===== src/rtl/uart_pkg.sv =====
// Shared definitions for the UART receive FIFO: entry layout and intake FSM encoding.
package uart_pkg;

   localparam int ENTRY_W  = 12;
   localparam int DATA_LSB = 0;
   localparam int PERR     = 9;
   localparam int OVF      = 10;
   localparam int BRK      = 11;

   typedef enum logic [1:0] {
      IDLE = 2'd0,
      ACK  = 2'd1,
      WAIT = 2'd2
   } rxState_t;

   function automatic logic [ENTRY_W-1:0] packEntry(input logic brk, input logic ovf,
                                                    input logic perr, input logic [8:0] data);
      logic [ENTRY_W-1:0] e;
      e            = '0;
      e[BRK]       = brk;
      e[OVF]       = ovf;
      e[PERR]      = perr;
      e[DATA_LSB+:9] = data;
      return e;
   endfunction

endpackage


===== src/rtl/sync_fifo.sv =====
// Synchronous show-ahead FIFO; head entry, count and flags are all registered.
module sync_fifo #(
   parameter int WIDTH = 12,
   parameter int DEPTH = 16
) (
   input  logic                     clk,
   input  logic                     rst,
   input  logic                     push,
   input  logic [WIDTH-1:0]         pushData,
   input  logic                     pop,
   output logic [WIDTH-1:0]         headData,
   output logic                     notEmpty,
   output logic                     full,
   output logic [$clog2(DEPTH):0]   count
);
   localparam int PW = $clog2(DEPTH);
   localparam logic [PW:0] FULL_LVL = (PW+1)'(DEPTH);

   logic [WIDTH-1:0] mem [DEPTH];
   logic [PW-1:0]    wrPtr;
   logic [PW-1:0]    rdPtr;
   logic [PW-1:0]    rdPtrNext;
   logic [PW:0]      countNext;
   logic [WIDTH-1:0] headNext;
   logic             doPush;
   logic             doPop;

   // Next-state of pointers, level and head entry
   always_comb begin
      doPush    = push && !full;
      doPop     = pop && notEmpty;
      rdPtrNext = doPop ? rdPtr + 1'b1 : rdPtr;
      if (doPush && !doPop) begin
         countNext = count + 1'b1;
      end else if (doPop && !doPush) begin
         countNext = count - 1'b1;
      end else begin
         countNext = count;
      end
      // A push landing exactly on the next head slot bypasses the memory read
      if (countNext == '0) begin
         headNext = '0;
      end else if (doPush && (wrPtr == rdPtrNext)) begin
         headNext = pushData;
      end else begin
         headNext = mem[rdPtrNext];
      end
   end

   // Storage array write port
   always_ff @(posedge clk) begin
      if (doPush) begin
         mem[wrPtr] <= pushData;
      end
   end

   // Pointers, level and registered show-ahead outputs
   always_ff @(posedge clk) begin
      if (rst) begin
         wrPtr    <= '0;
         rdPtr    <= '0;
         count    <= '0;
         full     <= 1'b0;
         notEmpty <= 1'b0;
         headData <= '0;
      end else begin
         if (doPush) begin
            wrPtr <= wrPtr + 1'b1;
         end
         rdPtr    <= rdPtrNext;
         count    <= countNext;
         full     <= (countNext == FULL_LVL);
         notEmpty <= (countNext != '0);
         headData <= headNext;
      end
   end

endmodule


===== src/rtl/uart_rx_fifo.sv =====
// UART receive-side intake FSM, overrun tracking and host FIFO.
// Optional level interrupt output enabled by UART_RX_FIFO_THRESHOLD_IRQ_EN.
module uart_rx_fifo
   import uart_pkg::*;
#(
   parameter int DEPTH     = 16,
   parameter int THRESHOLD = 8
) (
   input  logic                     clk,
   input  logic                     rst,
   input  logic [8:0]               rxData,
   input  logic                     rxDataReceived,
   input  logic                     rxParityError,
   input  logic                     rxOverflow,
   input  logic                     rxBreak,
   output logic                     rxAck,
   output logic [ENTRY_W-1:0]       dataOut,
   output logic                     dataValid,
   input  logic                     read,
   output logic [$clog2(DEPTH):0]   count,
   output logic                     full,
   output logic                     overrun,
   input  logic                     clearOverrun
`ifdef UART_RX_FIFO_THRESHOLD_IRQ_EN
   ,
   output logic                     levelIrq
`endif
);
   localparam int CW = $clog2(DEPTH) + 1;

   rxState_t           state;
   logic               push;
   logic [ENTRY_W-1:0] entry;

   // Write strobe and packed entry for the FIFO
   always_comb begin
      push  = (state == IDLE) && rxDataReceived && !full;
      entry = packEntry(rxBreak, rxOverflow, rxParityError, rxData);
   end

   sync_fifo #(
      .WIDTH (ENTRY_W),
      .DEPTH (DEPTH)
   ) u_fifo (
      .clk      (clk),
      .rst      (rst),
      .push     (push),
      .pushData (entry),
      .pop      (read),
      .headData (dataOut),
      .notEmpty (dataValid),
      .full     (full),
      .count    (count)
   );

   // Intake FSM with registered acknowledge, plus sticky overrun
   always_ff @(posedge clk) begin
      if (rst) begin
         state   <= IDLE;
         rxAck   <= 1'b0;
         overrun <= 1'b0;
      end else begin
         case (state)
            IDLE: begin
               rxAck <= push;
               state <= push ? ACK : IDLE;
            end
            ACK: begin
               rxAck <= 1'b0;
               state <= WAIT;
            end
            // Hold until the receiver drops its valid so one character is written once
            WAIT: begin
               rxAck <= 1'b0;
               state <= rxDataReceived ? WAIT : IDLE;
            end
            default: begin
               rxAck <= 1'b0;
               state <= IDLE;
            end
         endcase
         if ((state == IDLE) && rxDataReceived && full) begin
            overrun <= 1'b1;
         end else if (clearOverrun) begin
            overrun <= 1'b0;
         end
      end
   end

`ifdef UART_RX_FIFO_THRESHOLD_IRQ_EN
   localparam logic [CW-1:0] THR_LVL = CW'(THRESHOLD);

   // Level interrupt follows registered count and overrun by one cycle
   always_ff @(posedge clk) begin
      if (rst) begin
         levelIrq <= 1'b0;
      end else begin
         levelIrq <= (count >= THR_LVL) || overrun;
      end
   end
`else
   logic unusedThreshold;
   assign unusedThreshold = (THRESHOLD > CW);
`endif

endmodule


===== config.mk =====
export PLATFORM = sky130hd
export DESIGN_NAME = uart_rx_fifo
export DESIGN_NICKNAME = d
export VERILOG_FILES = /design/src/rtl/uart_pkg.sv /design/src/rtl/sync_fifo.sv /design/src/rtl/uart_rx_fifo.sv
export SDC_FILE = /design/constraint.sdc
export NUM_CORES = 1
export LEC_CHECK = 0
export BUFFER_PORTS_ARGS = -buffer_cell sky130_fd_sc_hd__buf_4
export CAP_MARGIN = 20
export CORE_MARGIN = 3
export CORE_UTILIZATION = 44
export CTS_BUF_LIST = sky130_fd_sc_hd__clkbuf_16
export DETAILED_ROUTE_END_ITERATION = 10
export HOLD_SLACK_MARGIN = 0.02
export PLACE_DENSITY_LB_ADDON = 0.2
export SKIP_CTS_REPAIR_TIMING = 1
export SYNTH_ARGS = -nofsm -noshare
export SYNTH_HDL_FRONTEND = slang
export SYNTH_SLANG_ARGS = --single-unit

===== constraint.sdc =====
create_clock -name clk -period 2.2 [get_ports clk]
set_input_delay 0.22 -clock clk [delete_from_list [all_inputs] [get_ports clk]]
set_output_delay 0.22 -clock clk [all_outputs]
set_load 0.02 [all_outputs]

==> impl_metrics.yaml, run 1 <==
timing:
  whs_ns: 0.0342
  fin_crit_sh_pct: 97.8
  hold_viol: 0
  skew_ns: 0.0155
  max_freq_mhz: 465
  final-setup-viol-count: 0
  finalMaxSlewViolations: 0
  fin_crit_ns: 2.15
  tightestPinTransition_ns: 0.475
  maxSlewHeadroom_pct: 68.3
global_route:
  grt_pass1_wl_mm: 35.1
  grtUsageMet2_pct: 30.9
  grt-ovfl-total: 0
  busiest_layer: "met2"
  grt_use_total_pct: 18.7
  grt_max_degree: 57
  first_global_vias: 6111
  gr-usage-met1_pct: 26.1
  grt_use_met3_pct: 2.63
  antenna_found_initial: 0
synth:
  synth_area_um2: 9930
  yosys-top-cells-area: "edfxtp_1 58%, mux2i_1 11%, dfxtp_1 6.2%, mux4_2 3.6%, o211ai_1 2.3%"
  synth_warnings: 0
  async_reset_ff_share_pct: 0
  ys_ff_latch: 223
  seq_area_frac_synth_pct: 64.3
  ys.flop_type: "edfxtp_1"
  syn-num-nets: 691
  synthCells: 667
  synth_area_leader_cell: "edfxtp_1"
  yosysTopAreaCellShare_pct: 58.0
  synth.distinct_cells: 55
  syn_avg_cell_area_um2: 14.9
  synth_edf_count: 192
route:
  drt_wl_total_mm: 23.4
  drc: 0
  dr.first_iter.drc_count: 397
  num_vias: 6026
  ant_nets: 0
  drt-wirelength-per-cell_um: 22.4
  via_per_inst: 5.77
  dr.pass1.iters: 5
floorplanning:
  die_area_um2: 24400
  coreArea_um2: 22000
  ios: 38
  die_h_um: 156
  rows: 54
  die_w_um: 156
  initial_utilization_pct: 45.1
place:
  post-dp-hpwl_mm: 15.2
  io_buffer_count: 37
  place_congestion: 0.860
  dpl.cell_count: 997
  place_area_um2: 11000
cts:
  ctsLongestPathBuffers: 3
  clk_pin_slew_ns: 0.06
  cts_sinks: 223
  cts_tree: "built"
  cts_buffers: 23
  cts-root-buf: "clkbuf_16"
  insertion_delay_ns: 0.52
  h-tree-depth: 1
setup_path:
  worst-path-stages: 7
  cp_max_fo: 5
  endpoint_kind: "flop"
  crit_family: "simple AND/OR/NAND/NOR gates"
  path_buf_inv: 1
  cp-startpoint: "state[1]"
  crit_type: "flop to flop"
  cp.required_ns: 2.63
  critPathCapture: "u_fifo.headData[11]"
  reg2reg_slack_ns: 0.05
  r2r_cells: 7
  arrival_ns: 2.58
  crit_slowest_cell: "or4b_4"
  startpoint_type: "flop"
  cpPeakStageDelay_ns: 0.61
  reg2reg_from: "state[1]"
  cp_cell_sequence: "or4b_4, mux2i_2, xor2_1, a31oi_2, a31o_2, buf_4, a211oi_2"
  rr_endpoint: "u_fifo.headData[11]"
layout:
  utilization_pct: 53.9
  final_common_cell: "edfxtp_1"
  most-common-layout-cells: "192 x edfxtp_1, 108 x mux2i_1, 74 x buf_4"
  fin_nets: 771
  finalNonFillerCells: 1044
  diodes: 0
  synthToLayoutAreaGrowth_pct: 19.5
  drive_gt1_share_pct: 24.3
  fin_area_um2: 11900
power:
  pwr-share-clk_pct: 31.2
  fin_total_pwr_w: 0.0112
  p_int_w: 0.00797
  switchingPower_w: 0.00318
  seq_power_share_pct: 44.2
  comb_power_share_pct: 24.6
  powerDensity_nw_per_um2: 939
  p_leak_nw: 4.16
  peakVddDrop_mv: 0.621
  p_sw_share_pct: 28.5
job:
  drv_cap: 0
min_path:
  hold_path_class: "primary input to flop"
run_status:
  status: "complete, no violations"
[per-stage QoR]
stage                     worst slack (ns)  TNS [ns]
after floorplan                     0.0241         0
after global placement              -0.104    -0.761
after detailed placement            -0.109    -0.930
after CTS                           -0.138     -1.26
after global routing               -0.0238    -0.111
final                               0.0480         0
[layout make-up]
cell class	count	area (um2)
fillers	1803	10200
inverters	10	40.0
well taps	280	350
repair buffers	100	1010
clock inverters	19	101
multi-input cells	389	3400
clock buffers	23	576
flip-flops and latches	223	6400
[registers in the layout, indices dropped and copies added (netlist names)]
register / count
u_fifo.notEmpty: 1
rxAck: 1
u_fifo.rdPtr: 4
u_fifo.headData: 12
u_fifo.mem: 192
u_fifo.wrPtr: 4
u_fifo.count: 5
overrun: 1
state: 2
u_fifo.full: 1
[worst min-delay path by stage]
stage | endpoint | cells after the start | slack, ns | start
after floorplan | u_fifo.mem[0][0] | 0 | 0.32 | rxData[0]
after detailed placement | overrun | 2 | 0.49 | overrun
final | u_fifo.rdPtr[3] | 2 | 0.03 | rst
after CTS | overrun | 3 | -0.03 | clearOverrun
after global placement | overrun | 2 | 0.46 | overrun
after global routing | u_fifo.rdPtr[3] | 2 | 0.04 | rst
[kinds of logic after synthesis]
kind of cell | synth area share (%)
xor gates and xnor gates | 0.957
buffers and inverters | 2.63
and+or+nand+nor | 6.12
DFF | 64.3
AOI/OAI and AO/OA | 9.26
muxes | 15.9
adders and majority gates | 0.882
[power by group through the flow]
stage	combinational, W	sequential [W]	clock [W]
floorplan	0.00158	0.00512	0
global placement	0.00258	0.00501	0
detailed placement	0.00263	0.00501	0
CTS	0.00265	0.00492	0.00356
global route	0.00294	0.00495	0.00374
finish	0.00274	0.00493	0.00347
[Yosys cell counts, types with 3 or more instances]
master and n:
o211ai_1 30, dfxtp_1 31, a211oi_1 27, buf_1 3
inv_1 9, nor2_1 38, o21ai_0 3, xor2_1 5
mux2i_1 109, nor2b_1 13, xnor2_1 4, buf_4 3
mux2_2 11, o211a_1 10, nand2b_1 14, or3_1 3
a221o_1 10, mux4_2 16, clkbuf_1 19, ha_1 7
a2111oi_0 3, nor3_1 8, o221ai_1 10, a21oi_1 7
a21bo_2 3, nand2_1 17, edfxtp_1 192, buf_2 17
buf_6 3, and3_1 6, nand3_1 8
[routing by layer]
metal | vias up | routed length [um] | part of all wire [%]
li1 | 2797 | - | -
met1 | 3034 | 10300 | 44
met2 | 152 | 11400 | 49
met3 | 43 | 1120 | 4.8
met4 | 0 | 567 | 2.4
met5 | - | 0 | 0
[worst register-to-register path, stage by stage, from the launching register on]
cell and delay [ns]:
dfxtp_1 0.34, or4b_4 0.61, mux2i_2 0.21, xor2_1 0.26
a31oi_2 0.09, a31o_2 0.28, buf_4 0.14, a211oi_2 0.14
Power figures use the tool's default switching activity.
==> run 2: changes to the inputs <==
--- a/config.mk
+++ b/config.mk
@@ -6,13 +6,13 @@
 export NUM_CORES = 1
 export LEC_CHECK = 0
 export BUFFER_PORTS_ARGS = -buffer_cell sky130_fd_sc_hd__buf_4
-export CAP_MARGIN = 20
+export CAP_MARGIN = 10
 export CORE_MARGIN = 3
 export CORE_UTILIZATION = 44
 export CTS_BUF_LIST = sky130_fd_sc_hd__clkbuf_16
 export DETAILED_ROUTE_END_ITERATION = 10
 export HOLD_SLACK_MARGIN = 0.02
-export PLACE_DENSITY_LB_ADDON = 0.2
+export PLACE_DENSITY = 0.59
 export SKIP_CTS_REPAIR_TIMING = 1
 export SYNTH_ARGS = -nofsm -noshare
 export SYNTH_HDL_FRONTEND = slang
==> run 2 against run 1 <==
Net effect:
- clock skew is 0.0013 ns higher
- die area unchanged
- register-to-register slack about the same
- via count rose by 2.4%
- power rose by 6.2%
==> impl_metrics.yaml, run 2 (synthesized netlist as in run 1, its figures left out) <==
run_status:
  status: "complete, no violations"
global_route:
  grt_pass1_wl_mm: 36.5
  first_global_vias: 6172
  antenna_found_initial: 0
  grt-ovfl-total: 0
  grt_max_degree: 52
  grt_use_total_pct: 19.7
setup_path:
  cp_max_fo: 9
  endpoint_kind: "flop"
  crit_slowest_cell: "ha_4"
  cpPeakStageDelay_ns: 0.36
  cp.required_ns: 2.61
  arrival_ns: 2.56
  crit_type: "flop to flop"
  cp_common_cell: "mux2i_1"
  startpoint_type: "flop"
  r2r_cells: 9
  cp_cell_sequence: "ha_4, clkbuf_16, mux2i_1, mux2i_1, mux2_2, o221ai_1, buf_4, o211ai_1, o211a_1"
timing:
  fin_crit_sh_pct: 97.6
  hold_viol: 0
  maxSlewHeadroom_pct: 56.7
  rsz0062_at_grt: "true"
  finalMaxSlewViolations: 0
  max_freq_mhz: 466
  fin_setup_tns_ns: 0
  tightestPinTransition_ns: 0.650
  final-setup-viol-count: 0
  skew_ns: 0.0168
  fin_crit_ns: 2.15
power:
  switchingPower_w: 0.00328
  p_sw_share_pct: 27.7
  p_int_w: 0.00856
  p_leak_nw: 4.33
  comb_power_share_pct: 25.2
  powerDensity_nw_per_um2: 968
  peakVddDrop_mv: 0.969
  seq_power_share_pct: 41.5
  pwr-share-clk_pct: 33.3
layout:
  largest_reg_flops: 192
  reg.largest.list: "u_fifo.mem: 192 flops, u_fifo.headData: 12 flops, u_fifo.count: 5 flops"
  synthToLayoutAreaGrowth_pct: 23.2
  drive_gt1_share_pct: 25.9
  fin_nets: 785
  final_common_cell: "edfxtp_1"
  fillers: 1746
  multi_input_area_um2: 3440
  regMostFlops: "u_fifo.mem"
  register_area_um2: 6390
  most-common-layout-cells: "192 x edfxtp_1, 108 x mux2i_1, 79 x buf_4"
  fin_area_um2: 12200
  diodes: 0
cts:
  ctsLongestPathBuffers: 3
  cts_tree: "built"
  cts_buffers: 24
  clk_pin_slew_ns: 0.06
  cts_sinks: 223
  h-tree-depth: 1
  cts-root-buf: "clkbuf_16"
  insertion_delay_ns: 0.52
route:
  dr.pass1.iters: 5
  drt-wirelength-per-cell_um: 23.0
  drt_wl_total_mm: 24.3
  drc: 0
  dr.first_iter.drc_count: 404
  via_per_inst: 5.83
  num_vias: 6172
  ant_nets: 0
floorplanning:
  die_area_um2: 24400
  ios: 38
  die_h_um: 156
  die_w_um: 156
  rows: 54
  coreArea_um2: 22000
  initial_utilization_pct: 45.1
place:
  place_congestion: 0.876
  place_area_um2: 11200
  post-dp-hpwl_mm: 15.3
  io_buffer_count: 37
min_path:
  holdPathStages: 1
  hold_path_class: "primary input to flop"
job:
  drv_cap: 0
-- run 2: changes by cell type in the layout (fill, tap and decap cells not counted), sizes merged --
cell / change
buf: +11
inv: +2
clkinv: -5
dlygate4sd3: +1
clkbuf: +2
bufinv: +3
clkinvlp: +1
-- run 2: cell type report --
class                   instances  area share, %
well taps                     280           2.86
flip-flops and latches        223           52.2
multi-input cells             389           28.1
clock buffers                  24           4.91
clock inverters                20           1.49
repair buffers                113           10.0
inverters                      10          0.327
-- run 2: critical path, delay by kind of cell (launching register included) --
family / cells / cell delay [ns]
buffers and inverters: 2 / 0.37
adder cells (fa/ha/maj): 1 / 0.36
multiplexers: 3 / 0.54
AO/OA/AOI/OAI: 3 / 0.44
flip-flops: 1 / 0.34
-- run 2: power by group through the flow --
stage | clock [W] | sequential (W) | combinational, W
floorplan | 0 | 0.00512 | 0.00158
global placement | 0 | 0.00499 | 0.00270
detailed placement | 0 | 0.00499 | 0.00276
CTS | 0.00403 | 0.00491 | 0.00276
global route | 0.00422 | 0.00493 | 0.00320
finish | 0.00394 | 0.00492 | 0.00299
-- run 2: metal layers --
layer | global-route usage, % | part of all wire [%] | up-vias
met5 | 0 | 0 | -
met2 | 32.4 | 49 | 157
met1 | 27.5 | 44 | 3153
met3 | 3.13 | 5.3 | 38
li1 | - | - | 2824
met4 | 5.25 | 2.0 | 0
-- run 2: path summary, 6_finish.rpt --
path,start,endpoint,slack [ns]
hold / removal,rxData[7],u_fifo.mem[4][7],0.03
hold reg to reg,overrun,overrun,0.49
setup / recovery,u_fifo.rdPtr[0],u_fifo.headData[0],0.05
setup reg to reg,u_fifo.rdPtr[0],u_fifo.headData[0],0.05
-- run 2: stage by stage --
step / total power [W] / cells / utilization (%) / hold WS (ns) / setup slack, ns
final: 0.0118 / 1059 / 55.5 / 0.0280 / 0.0519
after global routing: 0.0124 / 1059 / 55.5 / 0.0242 / -0.0297
after CTS: 0.0117 / 1050 / 54.2 / -0.0321 / -0.156
after detailed placement: 0.00775 / 1006 / 50.6 / 0.490 / -0.143
after global placement: 0.00768 / 1006 / 50.6 / 0.459 / -0.129
after floorplan: 0.00670 / 667 / - / 0.319 / 0.0241
